===== src/rtl/sweep_pkg.sv =====
// Shared definitions for the up/down counter sweep sequencer.
// Mode codes and FSM state encoding.
package sweep_pkg;

    localparam logic [1:0] MODE_ONESHOT  = 2'd0;
    localparam logic [1:0] MODE_TRIANGLE = 2'd1;
    localparam logic [1:0] MODE_WRAP     = 2'd2;

    typedef enum logic [2:0] {
        IDLE,
        LOAD,
        COUNT,
        REVERSE,
        DONE
    } state_e;

endpackage


===== src/rtl/sweep_tick_gen.sv =====
// Step-rate divider: tick is high one cycle in every rate+1.
// reload restarts the period from rate.
module sweep_tick_gen #(
    parameter int RATE_WIDTH = 8
) (
    input  logic                  clk,
    input  logic                  rst,
    input  logic                  reload,
    input  logic [RATE_WIDTH-1:0] rate,
    output logic                  tick
);

    logic [RATE_WIDTH-1:0] cnt_q, cnt_d;

    assign tick = (cnt_q == '0);

    always_comb begin
        cnt_d = cnt_q - 1'b1;
        if (reload || tick) begin
            cnt_d = rate;
        end
    end

    always_ff @(posedge clk) begin
        if (rst) begin
            cnt_q <= '0;
        end else begin
            cnt_q <= cnt_d;
        end
    end

endmodule


===== src/rtl/updown_sweep_ctrl.sv =====
// Sequencer for a 74x269-style up/down counter: load, then step
// in one-shot, triangle or wrap mode at a programmable rate.
module updown_sweep_ctrl
    import sweep_pkg::*;
#(
    parameter int DATA_WIDTH = 8,
    parameter int RATE_WIDTH = 8,
    parameter int SWP_WIDTH  = 8
) (
    input  logic                  clk,
    input  logic                  rst,
    input  logic                  start,
    input  logic                  abort,
    input  logic [1:0]            mode,
    input  logic                  dir_init,
    input  logic [DATA_WIDTH-1:0] start_val,
    input  logic [RATE_WIDTH-1:0] rate,
    input  logic [SWP_WIDTH-1:0]  sweeps,
    input  logic                  TC_n,
    output logic                  PE_n,
    output logic [DATA_WIDTH-1:0] P,
    output logic                  U_D,
    output logic                  CEP_n,
    output logic                  CET_n,
    output logic                  busy,
    output logic                  done,
    output logic [SWP_WIDTH-1:0]  reversals
);

    state_e                state_q, state_d;
    logic [1:0]            mode_q, mode_d;
    logic [RATE_WIDTH-1:0] rate_q, rate_d;
    logic [SWP_WIDTH-1:0]  sweeps_q, sweeps_d;
    logic [DATA_WIDTH-1:0] p_q, p_d;
    logic                  ud_q, ud_d;
    logic [SWP_WIDTH-1:0]  rev_q, rev_d;
    logic                  tick;
    logic                  step_en;

    sweep_tick_gen #(
        .RATE_WIDTH(RATE_WIDTH)
    ) u_tick (
        .clk   (clk),
        .rst   (rst),
        .reload(state_q == LOAD || state_q == REVERSE),
        .rate  (rate_q),
        .tick  (tick)
    );

    always_comb begin
        state_d  = state_q;
        mode_d   = mode_q;
        rate_d   = rate_q;
        sweeps_d = sweeps_q;
        p_d      = p_q;
        ud_d     = ud_q;
        rev_d    = rev_q;
        unique case (state_q)
            IDLE: begin
                if (start && !abort) begin
                    mode_d   = (mode == MODE_TRIANGLE || mode == MODE_WRAP)
                               ? mode : MODE_ONESHOT;
                    rate_d   = rate;
                    sweeps_d = sweeps;
                    p_d      = start_val;
                    ud_d     = dir_init;
                    rev_d    = '0;
                    state_d  = LOAD;
                end
            end
            LOAD:    state_d = abort ? IDLE : COUNT;
            REVERSE: state_d = abort ? IDLE : COUNT;
            COUNT: begin
                if (abort) begin
                    state_d = IDLE;
                end else if (!TC_n && mode_q != MODE_WRAP) begin
                    if (mode_q == MODE_TRIANGLE) begin
                        rev_d = rev_q + 1'b1;
                        if (sweeps_q != '0 && rev_d == sweeps_q) begin
                            state_d = DONE;
                        end else begin
                            ud_d    = !ud_q;
                            state_d = REVERSE;
                        end
                    end else begin
                        state_d = DONE;
                    end
                end
            end
            DONE:    state_d = IDLE;
            default: state_d = IDLE;
        endcase
    end

    always_ff @(posedge clk) begin
        if (rst) begin
            state_q  <= IDLE;
            mode_q   <= MODE_ONESHOT;
            rate_q   <= '0;
            sweeps_q <= '0;
            p_q      <= '0;
            ud_q     <= 1'b1;
            rev_q    <= '0;
        end else begin
            state_q  <= state_d;
            mode_q   <= mode_d;
            rate_q   <= rate_d;
            sweeps_q <= sweeps_d;
            p_q      <= p_d;
            ud_q     <= ud_d;
            rev_q    <= rev_d;
        end
    end

    // Wrap mode steps straight through the terminal value.
    assign step_en = (state_q == COUNT) && tick
                     && (TC_n || mode_q == MODE_WRAP);

    assign PE_n      = (state_q != LOAD);
    assign CEP_n     = !step_en;
    assign CET_n     = !step_en;
    assign busy      = (state_q == LOAD) || (state_q == COUNT)
                       || (state_q == REVERSE);
    assign done      = (state_q == DONE);
    assign P         = p_q;
    assign U_D       = ud_q;
    assign reversals = rev_q;

endmodule


===== config.mk =====
export PLATFORM = sky130hd
export DESIGN_NAME = updown_sweep_ctrl
export DESIGN_NICKNAME = d
export VERILOG_FILES = /design/src/rtl/sweep_pkg.sv /design/src/rtl/sweep_tick_gen.sv /design/src/rtl/updown_sweep_ctrl.sv
export SDC_FILE = /design/constraint.sdc
export NUM_CORES = 1
export LEC_CHECK = 0
export CORE_ASPECT_RATIO = 1.25
export CORE_MARGIN = 4
export CORE_UTILIZATION = 45
export DETAILED_ROUTE_END_ITERATION = 7
export PLACE_DENSITY = 0.81
export SLEW_MARGIN = 20
export SYNTH_ARGS = -nofsm -noshare
export SYNTH_HDL_FRONTEND = slang
export SYNTH_HIERARCHICAL = 1
export SYNTH_SLANG_ARGS = --single-unit

===== constraint.sdc =====
create_clock -name clk -period 2.1 [get_ports clk]
set_input_delay 0.63 -clock clk [delete_from_list [all_inputs] [get_ports clk]]
set_output_delay 0.63 -clock clk [all_outputs]
set_load 0.05 [all_outputs]

==> results.txt, run 1 <==
----------------------------------------------------
[Worst setup path]
  Slowest cell on crit path ... dfxtp_2
  Crit path launch type ... flop
  Critical path data required time ... 1470 ps
  Classification of the worst setup path ... flop to output port
  Crit-path cells ... inv_2, ha_2, nor4bb_4, nand2_2, buf_12
  CP Capture Type ... output port
  Number of buffers and inverters on the critical path ... 2
  Maximum fanout along the worst path ... 3
  Delay contributed by the slowest stage of the critical path ... 330 ps
  Path depth of the worst reg2reg path ... 7
  Data arrival time of the critical path ... 1500 ps
  Kind of cell adding the most delay to the critical path ... simple AND/OR/NAND/NOR gates
  Critical path depth in cells ... 5

[Status]
  Violations in the final reports ... negative setup slack
  Status ... finished, violations left

[Logic synthesis]
  Number of enable flip-flop cells after synthesis ... 0
  Post-Syn Nets ... 319
  Yosys warning count ... 6
  Ys async rst share ... 0
  Synthesized cell area ... 2280 um2
  Distinct cell type count after synthesis ... 50
  Cell type with the highest aggregate area in the netlist ... dfxtp_1
  Part of the Yosys area used for sequential elements ... 0.404
  Post-synthesis instance total ... 284
  Flip-flop cell with the highest count after synthesis ... dfxtp_1
  Largest cells by area after synthesis ... dfxtp_1 40%, nand2_1 11%, a21oi_1 7.9%
  Post-synthesis register bit count ... 46
  Fraction of post-synthesis cell area in the top cell type by area ... 0.404
  Per-instance average area after synthesis ... 8.03 um2

[STA]
  Unrepaired setup endpoints after global routing ... true
  Number of hold violations in the final report ... 0
  Shortest period the worst path allows ... 2130 ps
  Final setup skew ... 3.67 ps
  Peak clock frequency supported by timing ... 0.470 GHz
  Max-slew violations ... 0
  Final-layout worst hold slack ... 457 ps
  Final worst-path setup slack ... -27.6 ps
  Period utilization ... 1.01
  Relative max-transition margin ... 0.605
  Number of setup violations in the final report ... 2
  Pin slew with the least headroom to its limit ... 593 ps

[Die]
  Ports ... 54
  Initial core utilization ... 0.472
  # rows ... 28
  Floorplan die area ... 6280 um2
  Die Span Y ... 87.6 um
  Placeable core region ... 4830 um2
  Chip width ... 71.7 um

[Global route]
  Global-route wire length before repair ... 8990 um
  Antenna violations before repair ... 0
  Grt total ovfl ... 0
  Via count of the first global-routing pass ... 1986
  Pin count of the biggest net entering global routing ... 47
  Total GRT Usage ... 0.178

[Hold path]
  Type of the most critical hold path ... flop to flop
  Worst hold path cell count ... 2

[Power and ir drop]
  Leakage Power ... 1.23 nW
  Cell-internal power ... 1.67 mW
  Logic gate share of total power ... 0.350
  Pwr/cell area ... 780 nW/um2
  Max rail drop VDD ... 0.436 mV
  Switching Share ... 0.326
  Net switching power figure ... 809 uW
  Proportion of power drawn by the clock network ... 0.219
  Sequential share of power ... 0.432

[Final layout]
  Count of inserted antenna diode cells ... 0
  Proportion of layout cells with a drive suffix above 1 ... 0.250
  Area overhead of the layout relative to synthesis ... 39.4%
  Fillers ... 384
  Util after Layout ... 0.658
  Net total in the final layout ... 386

[Detailed routing]
  Routed wire length ... 5600 um
  Remaining number of nets flagged by the antenna check after routing ... 0
  Ratio of routed vias to standard cells ... 5.29
  DRC violations left ... 0
  Number of detailed-routing iterations run before antenna repair ... 4
  Detail-routed net length per standard cell ... 13.6 um
  Total number of vias ... 2180
  Iteration-0 DRC Markers ... 130

[Clocking]
  Cell at the root of the clock tree ... clkbuf_8
  Clock transition at the registers of the reported paths ... 90 ps
  Bufs on Longest Clock Path ... 2
  Number of hold buffers added after CTS ... 0
  Clock tree sinks ... 46
  Clock latency at the later pin of the worst-skew pair ... 300 ps
  CTS buffer count ... 5
  Number of levels the H-tree was split into ... 2
  TritonCTS clock tree ... built

[Placement]
  Number of buffers added on ports ... 53
  Placed wire-length estimate after detailed placement ... 4030 um
  Setup Slack @ Placement ... -190 ps
  Final RePlAce weighted congestion ... 0.819

[Flow run]
  Max-capacitance violation count ... 0

----------------------------------------------------
-- layout make-up --
| class | instances | area (um2) | area share |
|---|---|---|---|
| multi-input cells | 217 | 1320 | 0.415 |
| repair buffers | 74 | 732 | 0.230 |
| flip-flops and latches | 46 | 937 | 0.295 |
| well taps | 60 | 75.1 | 0.0236 |
| clock buffers | 5 | 68.8 | 0.0216 |
| clock inverters | 3 | 21.3 | 0.00669 |
| inverters | 7 | 26.3 | 0.00826 |
-- metrics by stage --
step / instance area (um2) / total power, mW / TNS, ps / cells
2_1_floorplan: 2300 / 1.65 / -34.5 / 284
3_3_place_gp: 2990 / 1.85 / -1110 / 400
3_5_place_dp: 2990 / 1.88 / -1590 / 400
4_1_cts: 3110 / 2.49 / -119 / 410
5_1_grt: 3180 / 2.64 / -225 / 412
6_report: 3180 / 2.48 / -55.0 / 412
-- registers in the layout (all words and copies together) (netlist names) --
name / cells
u_tick/cnt_q: 8
rate_q: 8
sweeps_q: 8
mode_q: 2
state_q: 3
reversals: 8
P: 8
U_D: 1
-- worst paths after layout --
path	startpoint	endpoint	slack (ps)
setup reg to reg	reversals[0]	U_D	40
hold / removal	P[2]	P[2]	460
hold reg to reg	P[2]	P[2]	460
setup / recovery	u_tick/cnt_q[0]	CET_n	-30
-- per-layer routing --
| metal | wire [um] | vias to the layer above | GRT usage |
|---|---|---|---|
| li1 | - | 1101 | - |
| met1 | 2370 | 998 | 0.221 |
| met2 | 2830 | 74 | 0.309 |
| met3 | 301 | 7 | 0.0287 |
| met4 | 104 | 0 | 0.0650 |
| met5 | 0 | - | 0 |
-- cell usage in the layout, fill, tap and decap left out, types with 3 or more instances in the layout --
cell type         n
a211oi_2          5
a21oi_1          36
and2_1            3
and3_1            3
buf_12            8
buf_4            35
clkbuf_8          5
clkdlybuf4s50_1  30
dfxtp_1          37
dfxtp_2           7
inv_1             5
nand2_1          62
nand3_1           3
nand3b_1          6
nor2_1           23
nor3_1            5
nor3_2            3
nor3b_1           3
o21ai_0          10
xnor2_1           9
xor2_1            6
-- kinds of logic after synthesis --
logic type / synth area share
compound gates: 0.174
flops: 0.404
fa+ha+maj: 0.0165
mux: 0.00878
simple gates: 0.290
buf+inv: 0.0494
xor+xnor: 0.0576
-- worst reg2reg max path, stage by stage, from the launching register on --
cell	delay, ps
dfxtp_2	340
ha_4	180
and4_4	190
or3_1	320
a32oi_2	240
a21boi_2	110
or2_1	260
a221o_1	320
-- power groups by stage --
stage	registers [mW]	clock network, mW	logic (mW)
2_1_floorplan	1.09	0	0.563
3_3_place_gp	1.07	0	0.774
3_5_place_dp	1.08	0	0.803
4_1_cts	1.07	0.565	0.855
5_1_grt	1.08	0.586	0.966
6_report	1.07	0.542	0.867
-- Yosys cell counts (2+ instances only) --
cell	n
a211oi_2	5
a21oi_1	36
and2_1	3
and3_1	3
buf_2	2
clkbuf_1	7
clkbuf_8	2
dfxtp_1	46
ha_1	3
inv_1	7
mux2i_1	2
nand2_1	64
nand2b_1	2
nand3_1	4
nand3b_1	6
nand4b_1	2
nor2_1	24
nor3_1	6
nor3_2	2
nor3b_1	3
nor4_1	2
o21a_1	2
o21ai_0	10
or3_1	2
xnor2_1	9
xor2_1	6
-- repair_timing --
item                                   in CTS  in global routing
endpoints found under the hold margin       0                  0
setup buffers                               2                  2
gates resized for setup                    10                 11
pin swaps                                   2                  4
setup endpoints to repair                   2                  4
Note: power is estimated with default switching activity, not from simulation.
==> run 2: changes to the inputs <==
--- a/config.mk
+++ b/config.mk
@@ -7,9 +7,9 @@
 export LEC_CHECK = 0
 export CORE_ASPECT_RATIO = 1.25
 export CORE_MARGIN = 4
-export CORE_UTILIZATION = 45
+export CORE_UTILIZATION = 53
 export DETAILED_ROUTE_END_ITERATION = 7
-export PLACE_DENSITY = 0.81
+export PLACE_DENSITY = 0.89
 export SLEW_MARGIN = 20
 export SYNTH_ARGS = -nofsm -noshare
 export SYNTH_HDL_FRONTEND = slang
==> constraint.sdc (replaced) <==
create_clock -name clk -period 2.5 [get_ports clk]
set_input_delay 0.75 -clock clk [delete_from_list [all_inputs] [get_ports clk]]
set_output_delay 0.75 -clock clk [all_outputs]
set_load 0.05 [all_outputs]
==> run 2 against run 1 <==
Against the previous run: the run now ends clean; sequential power shrank 17%; die area decreased by 14%; core utilization up 7.4 points; clock-buffer cell count is 1 higher; cell count fell by 3.6%; first-iteration DRC count fell by 22%; via count fell by 1.0%; power fell by 15%; wire length is essentially flat; critical path type unchanged; critical endpoint is now reversals[5].
==> results.txt, run 2 (synthesis gave the netlist of run 1 again) <==
----------------------------------------------------
[Final layout]
  Most frequent cells in the layout ... 62 x nand2_1, 47 x clkdlybuf4s50_1, 46 x dfxtp_1 (was 62 x nand2_1, 37 x dfxtp_1, 36 x a21oi_1)
  Count of inserted antenna diode cells ... 0 (unchanged)
  Proportion of layout cells with a drive suffix above 1 ... 0.114 (was 0.250)
  Area overhead of the layout relative to synthesis ... 32.6% (was 39.4%)
  Commonest non-fill, non-tap cell in the layout ... nand2_1 (unchanged)
  Net total in the final layout ... 375 (was 386)
  Finished Cell Area ... 3020 um2 (was 3180 um2)
  Util after Layout ... 0.732 (was 0.658)

[Clocking]
  CTS buffer count ... 5 (unchanged)
  Bufs on Longest Clock Path ... 2 (unchanged)
  Clock transition at the registers of the reported paths ... 90 ps (about the same)
  TritonCTS clock tree ... built (unchanged)
  Cell at the root of the clock tree ... clkbuf_8 (unchanged)
  Number of levels the H-tree was split into ... 2 (unchanged)
  Clock tree sinks ... 46 (unchanged)
  Clock latency at the later pin of the worst-skew pair ... 300 ps (about the same)

[Global route]
  Via count of the first global-routing pass ... 2020 (was 1986)
  Total GRT Usage ... 0.212 (was 0.178)
  Global-route wire length before repair ... 9080 um (was 8990 um)
  Pin count of the biggest net entering global routing ... 35 (was 47)
  Antenna violations before repair ... 0 (unchanged)
  Grt total ovfl ... 0 (unchanged)

[Detailed routing]
  DRC violations left ... 0 (unchanged)
  Detail-routed net length per standard cell ... 14.1 um (was 13.6 um)
  Iteration-0 DRC Markers ... 101 (was 130)
  Total number of vias ... 2158 (was 2180)
  Ratio of routed vias to standard cells ... 5.44 (was 5.29)
  Number of detailed-routing iterations run before antenna repair ... 5 (was 4)
  Routed wire length ... 5600 um (about the same)
  Remaining number of nets flagged by the antenna check after routing ... 0 (unchanged)

[Worst setup path]
  Reg-to-reg slack, setup ... 240 ps (was 40 ps)
  Data arrival time of the critical path ... 1660 ps (was 1500 ps)
  Slowest cell on crit path ... clkdlybuf4s50_1 (was dfxtp_2)
  Maximum fanout along the worst path ... 9 (was 3)
  Kind of cell adding the most delay to the critical path ... buffers and inverters (was simple AND/OR/NAND/NOR gates)
  Critical path depth in cells ... 1 (was 5)
  Path depth of the worst reg2reg path ... 7 (unchanged)
  Crit path launch type ... flop (unchanged)
  Delay contributed by the slowest stage of the critical path ... 870 ps (was 330 ps)
  Number of buffers and inverters on the critical path ... 1 (was 2)
  Critical path data required time ... 1750 ps (was 1470 ps)
  Classification of the worst setup path ... flop to output port (unchanged)
  Crit-path cells ... clkdlybuf4s50_1 (was inv_2, ha_2, nor4bb_4, nand2_2, buf_12)
  CP Capture Type ... output port (unchanged)

[STA]
  Period utilization ... 0.963
  Number of setup violations in the final report ... 0 (was 2)
  Relative max-transition margin ... 0.533 (was 0.605)
  Max-slew violations ... 0 (unchanged)
  Unrepaired setup endpoints after global routing ... false (was true)
  Number of hold violations in the final report ... 0 (unchanged)
  Pin slew with the least headroom to its limit ... 701 ps (was 593 ps)
  Final setup skew ... 1.90 ps (was 3.67 ps)
  Shortest period the worst path allows ... 2410 ps
  Final worst-path setup slack ... 93.4 ps (was -27.6 ps)
  Peak clock frequency supported by timing ... 0.416 GHz

[Status]
  Status ... complete, no violations (was finished, violations left)

[Die]
  Ports ... 54 (unchanged)
  Chip width ... 66.7 um (was 71.7 um)
  # rows ... 26 (was 28)
  Placeable core region ... 4130 um2 (was 4830 um2)
  Initial core utilization ... 0.552 (was 0.472)
  Floorplan die area ... 5420 um2 (was 6280 um2)
  Die Span Y ... 81.3 um (was 87.6 um)

[Placement]
  Placed wire-length estimate after detailed placement ... 3900 um (was 4030 um)
  Final RePlAce weighted congestion ... 0.856 (was 0.819)
  Area after DPL ... 2880 um2 (was 2990 um2)
  Number of buffers added on ports ... 53 (unchanged)
  Setup Slack @ Placement ... -32.4 ps (was -190 ps)

[Hold path]
  Type of the most critical hold path ... flop to flop (unchanged)
  Worst hold path cell count ... 2 (unchanged)

[Power and ir drop]
  Max rail drop VDD ... 0.462 mV (was 0.436 mV)
  Leakage Power ... 1.12 nW (was 1.23 nW)
  Pwr/cell area ... 697 nW/um2 (was 780 nW/um2)

[Flow run]
  Max-capacitance violation count ... 0 (unchanged)

----------------------------------------------------
[run 2: cell count changes in the layout (fill, tap and decap cells not counted), sizes merged]
cell           change
buf               -28
clkdlybuf4s50     +17
clkinv             -2
bufinv             +1
clkbuf             +1
[run 2: routing by layer]
layer | GRT usage | part of all wire | up-vias
li1 | - | - | 1084
met2 | 0.369 | 0.52 | 66
met5 | 0 | 0 | -
met4 | 0.0589 | 0.011 | 0
met1 | 0.266 | 0.42 | 1002
met3 | 0.0401 | 0.049 | 6
[run 2: final timing paths]
path                startpoint           end
hold / removal            P[4]          P[4]
setup reg to reg  reversals[0]           U_D
hold reg to reg           P[4]          P[4]
setup / recovery  reversals[5]  reversals[5]
[run 2: metrics by stage]
step	total power, mW	hold slack, ps	std cells	setup TNS, ps
finish	2.11	458	397	0
global route	2.22	481	397	0
CTS	2.09	460	397	0
detailed placement	1.51	447	387	-64.3
global placement	1.49	442	387	-32.8
floorplan	1.38	433	284	0
[run 2: what timing repair did]
action	CTS	global route
hold buffers	0	0
buffers inserted	2	0
setup endpoints to repair	2	2
gates resized for setup	3	2
pin swaps	2	0
[run 2: final cells by class]
| type | instances | area (um2) |
|---|---|---|
| multi-input combinational | 217 | 1270 |
| fill | 325 | 1110 |
| sequential | 46 | 921 |
| timing repair buffer | 63 | 629 |
| clock buffer | 6 | 72.6 |
| tap | 56 | 70.1 |
| clock inverter | 2 | 37.5 |
| inverter | 7 | 26.3 |
[run 2: report_power, final]
part           switching [mW]  total (mW)  internal (mW)
Sequential             0.0846       0.891          0.807
Clock                   0.257       0.555          0.298
Combinational           0.326       0.661          0.334
Total                   0.668        2.11           1.44
